<file path="config.mk">
export PLATFORM = sky130hd
export DESIGN_NAME = wb_bus_arbiter_flat
export DESIGN_NICKNAME = d
export VERILOG_FILES = /design/src/rtl/wb_bus_arbiter_pkg.sv /design/src/rtl/wishbone_if.sv /design/src/rtl/wb_req_buffer.sv /design/src/rtl/wb_bus_arbiter.sv /design/src/flat_wrapper.sv
export SDC_FILE = /design/constraint.sdc
export NUM_CORES = 1
export LEC_CHECK = 0
export ABC_CLOCK_PERIOD_IN_PS = 2320
export CAP_MARGIN = 15
export CELL_PAD_IN_SITES_DETAIL_PLACEMENT = 1
export CELL_PAD_IN_SITES_GLOBAL_PLACEMENT = 2
export CORE_ASPECT_RATIO = 0.9
export CORE_MARGIN = 1.5
export CORE_UTILIZATION = 26
export DETAILED_ROUTE_END_ITERATION = 8
export PLACE_DENSITY = 0.82
export SLEW_MARGIN = 20
export SYNTH_ARGS = -nofsm -noshare
export SYNTH_HDL_FRONTEND = slang
export SYNTH_HIERARCHICAL = 1
export SYNTH_SLANG_ARGS = --single-unit
</file>
<file path="constraint.sdc">
create_clock -name clk -period 2.32 [get_ports clk]
set_input_delay 0.464 -clock clk [delete_from_list [all_inputs] [get_ports clk]]
set_output_delay 0.464 -clock clk [all_outputs]
set_load 0.01 [all_outputs]
</file>
<file path="src/rtl/wb_bus_arbiter_pkg.sv">
// Shared types and helpers for the two-master Wishbone arbiter.
package wb_bus_arbiter_pkg;

  localparam int unsigned ADR_W = 32;
  localparam int unsigned DAT_W = 32;
  localparam int unsigned SEL_W = 4;

  typedef enum logic [1:0] {IDLE, BUSY_INST, BUSY_DATA} arb_state_e;
  typedef enum logic {INST, DATA} arb_port_e;

  typedef struct packed {
    logic [ADR_W-1:0] adr;
    logic [SEL_W-1:0] sel;
    logic             we;
    logic [DAT_W-1:0] datwr;
  } wb_req_t;

  // Watchdog counter width; a disabled watchdog still needs a 1-bit vector.
  function automatic int unsigned wd_cnt_width(input int unsigned timeout);
    return (timeout == 0) ? 1 : $clog2(timeout + 1);
  endfunction

endpackage

</file>
<file path="src/rtl/wishbone_if.sv">
// Classic Wishbone bundle with master/slave views.
interface wishbone_if;
  import wb_bus_arbiter_pkg::*;

  logic             cyc;
  logic             stb;
  logic             we;
  logic [ADR_W-1:0] adr;
  logic [SEL_W-1:0] sel;
  logic [DAT_W-1:0] datwr;
  logic [DAT_W-1:0] datrd;
  logic             ack;

  modport master (output cyc, stb, we, adr, sel, datwr, input datrd, ack);
  modport slave  (input cyc, stb, we, adr, sel, datwr, output datrd, ack);
endinterface

</file>
<file path="src/rtl/wb_req_buffer.sv">
// Holds one single-cycle stb request until it is granted; flags requests
// that arrive while the port already has one pending or in flight.
module wb_req_buffer
  import wb_bus_arbiter_pkg::*;
(
  input  logic    clk,
  input  logic    rst,
  input  logic    stb,
  input  wb_req_t req_in,
  input  logic    busy,
  input  logic    grant,
  output logic    pending,
  output wb_req_t req,
  output logic    cand_c,
  output logic    overrun_c
);

  logic accept_c;

  assign accept_c  = stb && !pending && !busy;
  assign overrun_c = stb && (pending || busy);
  assign cand_c    = pending || accept_c;

  always_ff @(posedge clk) begin
    if (rst) begin
      pending <= 1'b0;
      req     <= '0;
    end else begin
      if (accept_c) req <= req_in;
      pending <= (pending || accept_c) && !grant;
    end
  end

endmodule

</file>
<file path="src/rtl/wb_bus_arbiter.sv">
// Merges the core's instruction and data Wishbone masters onto one memory
// port: one classic cycle at a time, ack routed back, hung cycles aborted.
module wb_bus_arbiter
  import wb_bus_arbiter_pkg::*;
#(
  parameter int unsigned TIMEOUT_CYCLES = 255,
  parameter bit          FAIR           = 1'b1
) (
  input  logic        clk,
  input  logic        rst,
  wishbone_if.slave   inst_if,
  wishbone_if.slave   data_if,
  wishbone_if.master  mem_if,
  output logic        bus_timeout,
  output logic        req_overrun
);

  localparam int unsigned     WD_W     = wd_cnt_width(TIMEOUT_CYCLES);
  localparam logic [WD_W-1:0] WD_LIMIT = WD_W'(TIMEOUT_CYCLES);
  localparam bit              WD_EN    = (TIMEOUT_CYCLES != 0);

  arb_state_e      state_q, state_d;
  arb_port_e       last_grant_q;
  logic [WD_W-1:0] wd_cnt_q;

  wb_req_t inst_req_in, inst_req, data_req, mem_req;
  logic    inst_pending, data_pending;
  logic    inst_cand_c, data_cand_c;
  logic    inst_ovr_c, data_ovr_c;
  logic    grant_inst, grant_data;
  logic    busy_c, done_c;
  logic [DAT_W-1:0] resp_c;

  assign inst_req_in = '{adr: inst_if.adr, sel: inst_if.sel, we: 1'b0, datwr: '0};

  wb_req_buffer u_inst_buf (
    .clk       (clk),
    .rst       (rst),
    .stb       (inst_if.stb),
    .req_in    (inst_req_in),
    .busy      (state_q == BUSY_INST),
    .grant     (grant_inst),
    .pending   (inst_pending),
    .req       (inst_req),
    .cand_c    (inst_cand_c),
    .overrun_c (inst_ovr_c)
  );

  wb_req_buffer u_data_buf (
    .clk       (clk),
    .rst       (rst),
    .stb       (data_if.stb),
    .req_in    ('{adr: data_if.adr, sel: data_if.sel, we: data_if.we, datwr: data_if.datwr}),
    .busy      (state_q == BUSY_DATA),
    .grant     (grant_data),
    .pending   (data_pending),
    .req       (data_req),
    .cand_c    (data_cand_c),
    .overrun_c (data_ovr_c)
  );

  // Memory side is a pure decode of the registered state and granted buffer.
  assign busy_c       = (state_q != IDLE);
  assign mem_req      = !busy_c ? '0 : (state_q == BUSY_DATA) ? data_req : inst_req;
  assign mem_if.cyc   = busy_c;
  assign mem_if.stb   = busy_c;
  assign mem_if.we    = mem_req.we;
  assign mem_if.adr   = mem_req.adr;
  assign mem_if.sel   = mem_req.sel;
  assign mem_if.datwr = mem_req.datwr;

  // A watchdog abort answers the core with zero data.
  assign done_c = busy_c && (mem_if.ack || bus_timeout);
  assign resp_c = mem_if.ack ? mem_if.datrd : '0;

  always_comb begin
    state_d       = state_q;
    grant_inst    = 1'b0;
    grant_data    = 1'b0;
    inst_if.ack   = 1'b0;
    inst_if.datrd = '0;
    data_if.ack   = 1'b0;
    data_if.datrd = '0;

    case (state_q)
      BUSY_INST: begin
        inst_if.ack   = done_c;
        inst_if.datrd = done_c ? resp_c : '0;
      end
      BUSY_DATA: begin
        data_if.ack   = done_c;
        data_if.datrd = done_c ? resp_c : '0;
      end
      default: ;
    endcase

    if (!busy_c || done_c) begin
      if (data_cand_c && (!inst_cand_c || !FAIR || last_grant_q == INST)) begin
        state_d    = BUSY_DATA;
        grant_data = 1'b1;
      end else if (inst_cand_c) begin
        state_d    = BUSY_INST;
        grant_inst = 1'b1;
      end else begin
        state_d    = IDLE;
      end
    end
  end

  always_ff @(posedge clk) begin
    if (rst) begin
      state_q      <= IDLE;
      last_grant_q <= INST;
      wd_cnt_q     <= '0;
      bus_timeout  <= 1'b0;
      req_overrun  <= 1'b0;
    end else begin
      state_q <= state_d;
      if (grant_inst) last_grant_q <= INST;
      if (grant_data) last_grant_q <= DATA;
      if (grant_inst || grant_data)       wd_cnt_q <= '0;
      else if (WD_EN && busy_c && !done_c) wd_cnt_q <= wd_cnt_q + WD_W'(1);
      // Raised for exactly the cycle in which the count reaches the limit.
      bus_timeout <= WD_EN && busy_c && !done_c && (wd_cnt_q + WD_W'(1) == WD_LIMIT);
      req_overrun <= inst_ovr_c || data_ovr_c;
    end
  end

endmodule
</file>
<file path="src/flat_wrapper.sv">
// flat-port wrapper written by rule: the top's interface ports become plain ports
module wb_bus_arbiter_flat import wb_bus_arbiter_pkg::*;
#(
  parameter int unsigned TIMEOUT_CYCLES = 255,
  parameter bit          FAIR           = 1'b1
)
  (clk, rst, bus_timeout, req_overrun, inst_if_cyc, inst_if_stb, inst_if_we, inst_if_adr, inst_if_sel, inst_if_datwr, inst_if_datrd, inst_if_ack, data_if_cyc, data_if_stb, data_if_we, data_if_adr, data_if_sel, data_if_datwr, data_if_datrd, data_if_ack, mem_if_cyc, mem_if_stb, mem_if_we, mem_if_adr, mem_if_sel, mem_if_datwr, mem_if_datrd, mem_if_ack);
  wishbone_if inst_if_i ();
  wishbone_if data_if_i ();
  wishbone_if mem_if_i ();
  input  logic clk;
  input  logic rst;
  output logic bus_timeout;
  output logic req_overrun;
  input wire logic [$bits(inst_if_i.cyc)-1:0] inst_if_cyc;
  input wire logic [$bits(inst_if_i.stb)-1:0] inst_if_stb;
  input wire logic [$bits(inst_if_i.we)-1:0] inst_if_we;
  input wire logic [$bits(inst_if_i.adr)-1:0] inst_if_adr;
  input wire logic [$bits(inst_if_i.sel)-1:0] inst_if_sel;
  input wire logic [$bits(inst_if_i.datwr)-1:0] inst_if_datwr;
  output wire logic [$bits(inst_if_i.datrd)-1:0] inst_if_datrd;
  output wire logic [$bits(inst_if_i.ack)-1:0] inst_if_ack;
  input wire logic [$bits(data_if_i.cyc)-1:0] data_if_cyc;
  input wire logic [$bits(data_if_i.stb)-1:0] data_if_stb;
  input wire logic [$bits(data_if_i.we)-1:0] data_if_we;
  input wire logic [$bits(data_if_i.adr)-1:0] data_if_adr;
  input wire logic [$bits(data_if_i.sel)-1:0] data_if_sel;
  input wire logic [$bits(data_if_i.datwr)-1:0] data_if_datwr;
  output wire logic [$bits(data_if_i.datrd)-1:0] data_if_datrd;
  output wire logic [$bits(data_if_i.ack)-1:0] data_if_ack;
  output wire logic [$bits(mem_if_i.cyc)-1:0] mem_if_cyc;
  output wire logic [$bits(mem_if_i.stb)-1:0] mem_if_stb;
  output wire logic [$bits(mem_if_i.we)-1:0] mem_if_we;
  output wire logic [$bits(mem_if_i.adr)-1:0] mem_if_adr;
  output wire logic [$bits(mem_if_i.sel)-1:0] mem_if_sel;
  output wire logic [$bits(mem_if_i.datwr)-1:0] mem_if_datwr;
  input wire logic [$bits(mem_if_i.datrd)-1:0] mem_if_datrd;
  input wire logic [$bits(mem_if_i.ack)-1:0] mem_if_ack;
  assign inst_if_i.cyc = inst_if_cyc;
  assign inst_if_i.stb = inst_if_stb;
  assign inst_if_i.we = inst_if_we;
  assign inst_if_i.adr = inst_if_adr;
  assign inst_if_i.sel = inst_if_sel;
  assign inst_if_i.datwr = inst_if_datwr;
  assign inst_if_datrd = inst_if_i.datrd;
  assign inst_if_ack = inst_if_i.ack;
  assign data_if_i.cyc = data_if_cyc;
  assign data_if_i.stb = data_if_stb;
  assign data_if_i.we = data_if_we;
  assign data_if_i.adr = data_if_adr;
  assign data_if_i.sel = data_if_sel;
  assign data_if_i.datwr = data_if_datwr;
  assign data_if_datrd = data_if_i.datrd;
  assign data_if_ack = data_if_i.ack;
  assign mem_if_cyc = mem_if_i.cyc;
  assign mem_if_stb = mem_if_i.stb;
  assign mem_if_we = mem_if_i.we;
  assign mem_if_adr = mem_if_i.adr;
  assign mem_if_sel = mem_if_i.sel;
  assign mem_if_datwr = mem_if_i.datwr;
  assign mem_if_i.datrd = mem_if_datrd;
  assign mem_if_i.ack = mem_if_ack;
  wb_bus_arbiter #(.TIMEOUT_CYCLES(TIMEOUT_CYCLES), .FAIR(FAIR)) u_core (.clk(clk), .rst(rst), .inst_if(inst_if_i), .data_if(data_if_i), .mem_if(mem_if_i), .bus_timeout(bus_timeout), .req_overrun(req_overrun));
endmodule
</file>
==> impl_metrics.toml <==
[run_status]
status = "complete, no violations"

[timing]
timing.final.crit_share_pct = 96.4
min_period_ns = 2.24
hold_violations_final = 0
maxSlewViolCount = 0
finalSetupViolCount = 0
max_slew.worst_pin.slew_ns = 0.577
rsz0062_at_grt = "false"
slew_headroom_pct = 61.5
clock_skew_ns = 0.0125
achievable-frequency_ghz = 0.447
fin_tns_setup_ns = 0

[placement]
port_buffers = 280
gpl.final_weighted_congestion = 0.771
detailed_place_hpwl_um = 17100

[yosys]
synth_top_flop_cell = "dfxtp_1"
fraction_of_the_yosys_area_taken_by_sequential_cells_pct = 37.9
synth-warning-count = 6
yosys_top_cell_area_share_pct = 37.9
synth.area.top_cells = "dfxtp_1 38%, nand2b_1 22%, mux2i_1 17%"
synth.ff_latch_count = 153
synth_enable_flop_cells = 0
postSynth.asyncResetShare_pct = 0
netlist.top_cell.by_area = "dfxtp_1"
syn_area_per_cell_um2 = 9.11
synth.distinct_cells = 37
synthesis.instances = 888
post_synth_instance_area_mm2 = 0.00809

[floorplanning]
coreArea_mm2 = 0.0308
io_pins = 316
core.rowCount = 61
die_height_um = 170
die_area_mm2 = 0.0322
die_w_um = 189
start_util_pct = 26.3

[global_routing]
globalRouteTotalUtil_pct = 16.3
maximum_number_of_pins_on_one_net_before_global_route_repair = 98
gr-total-overflow = 0
grt_first_pass_wirelength_um = 40800
antenna_found_initial = 0
first_global_vias = 7204

[setup_path]
worstSetupPathType = "reg2out"
timing.critical_path.from_type = "register"
timing.reg2reg.setup_slack_ns = 0.52
critical_path.max_stage_delay_ns = 0.38
crit_end_element = "primary output"
critical-path-slowest-cell = "dfxtp_4"
critical_path.cell_chain = "nand2b_4, inv_8, bufbuf_16, a22o_1, clkdlybuf4s15_1"
cp_data_required_time_ns = 1.86
worst_ep_arrival_time_ns = 1.77
path_max_fanout = 9

[cells_and_area]
post_route_cells_drive_above_1_share_pct = 8.16
most-common-layout-cells = "279 x nand2b_1, 152 x dfxtp_1, 143 x clkdlybuf4s50_1"
layout.filler_cells = 3517
final_net_count = 1355
area_growth_syn_to_layout_pct = 50.9
layout_commonest_cell = "nand2b_1"
insertedDiodeCount = 0

[routing]
dr_total_vias = 7002
drcViolationCount = 0
avgRoutedWirePerCell_um = 16.5
drt_iter0_drc = 214
avgViaCountPerCell = 4.38
detail_route.first_pass.iterations = 4
antenna_violating_nets_post_route = 0
drt_wl_total_um = 26300

[clock_network]
ctsHoldBuffers = 0
htree_num_levels = 4
tritoncts = "yes"
clock_latency_ns = 0.44
numCtsBuffers = 17
clock_tree.buffer_depth = 2
clk_pin_slew_worst_paths_ns = 0.07
cts_root_buffer = "clkbuf_16"
clkSinkCount = 153

[power_and_ir_drop]
power.leakage_nw = 5.36
finalPower_w = 0.00828
vdd.ir_drop.worst_uv = 515
power-per-cell-area_mw_per_mm2 = 678

[run]
max-cap-violations = 0

[worst_hold_path]
worstHoldPathType = "in2reg"
worst paths after layout:
kind | start | end | cells past startpoint
hold reg to reg | u_core/u_data_buf/req[6] | u_core/u_data_buf/req[6] | 2
setup / recovery | u_core/state_q[0] | mem_if_datwr[4] | 5
hold / removal | rst | u_core/state_q[1] | 2
setup reg to reg | u_core/state_q[0] | u_core/u_data_buf/req[43] | 6
through the flow:
step	worst slack, ns	instance area (um^2)	instances	hold slack, ns	util (%)
finish	0.0833	12200	1598	0.471	39.7
global route	0.00749	12200	1598	0.488	39.7
CTS	-0.00827	12200	1597	0.473	39.6
detailed placement	-0.154	11400	1557	0.464	37.2
global placement	-0.151	11400	1557	0.458	37.2
floorplan	0.395	8210	920	0.449	-
layer usage:
layer	vias up	part of all wire (%)	global-route usage (%)	wire length, um
li1	3485	-	-	-
met1	3345	46	20.8	12100
met2	140	48	27.0	12500
met3	32	4.6	4.25	1220
met4	0	1.7	4.87	435
met5	-	0	0	0
repair_timing:
action | 4_1_cts | 5_1_grt
cloned | 6 | 0
pin swaps | 0 | 1
endpoints found under the setup margin | 137 | 53
buffers inserted | 2 | 1
resized for setup | 166 | 42
hold endpoints to repair | 0 | 0
sequential cells by signal (all words and copies together) (netlist names):
register,count
u_core/bus_timeout,1
u_core/u_data_buf/pending,1
u_core/last_grant_q,1
u_core/u_data_buf/req,69
u_core/state_q,2
u_core/u_inst_buf/pending,1
u_core/req_overrun,1
u_core/wd_cnt_q,8
u_core/u_inst_buf/req,69
critical path: cells and delay by family, from the launching register on:
family,cells,cell delay (ns)
AOI/OAI and AO/OA,1,0.21
and+or+nand+nor,1,0.17
DFF,1,0.38
buffers and inverters,3,0.57
where the power goes:
part	total (W)	internal (W)	leakage (nW)	switching, W
combinational	0.00227	0.00118	3.80	0.00109
sequential	0.00308	0.00291	1.26	0.000165
clock	0.00293	0.00175	0.298	0.00117
total	0.00828	0.00584	5.36	0.00243
synth_stat cells, drive strengths merged, types with 3 or more instances:
cell	number
a22o	69
nand3	3
xnor2	7
mux2i	138
buf	30
nor2	83
nor4	4
nor4b	3
clkbuf	46
a211oi	3
nand2b	281
dfxtp	153
inv	6
nand2	40
cell families (layout without fill, tap and decap cells):
| group | after synthesis | after routing | synth area share, % |
|---|---|---|---|
| and+or+nand+nor | 422 | 422 | 29.7 |
| DFF | 153 | 153 | 37.9 |
| muxes | 138 | 138 | 17.1 |
| buffers and inverters | 82 | 351 | 5.41 |
| AOI/OAI and AO/OA | 81 | 81 | 8.63 |
| xor gates and xnor gates | 9 | 9 | 0.975 |
| adders and majority gates | 2 | 2 | 0.309 |
| other | 1 | 33 | 0.0464 |
area by class of cell:
class                      count  area, um^2  share of cell area, %
clock buffer                  21         460                   3.77
clock inverter                11         144                   1.18
inverter                       6        30.0                  0.246
multi-input combinational    685        4740                   38.8
sequential                   153        3070                   25.1
tap                          409         512                   4.19
timing repair buffer         313        3260                   26.7
No activity file was read; power rests on OpenSTA's default activity.
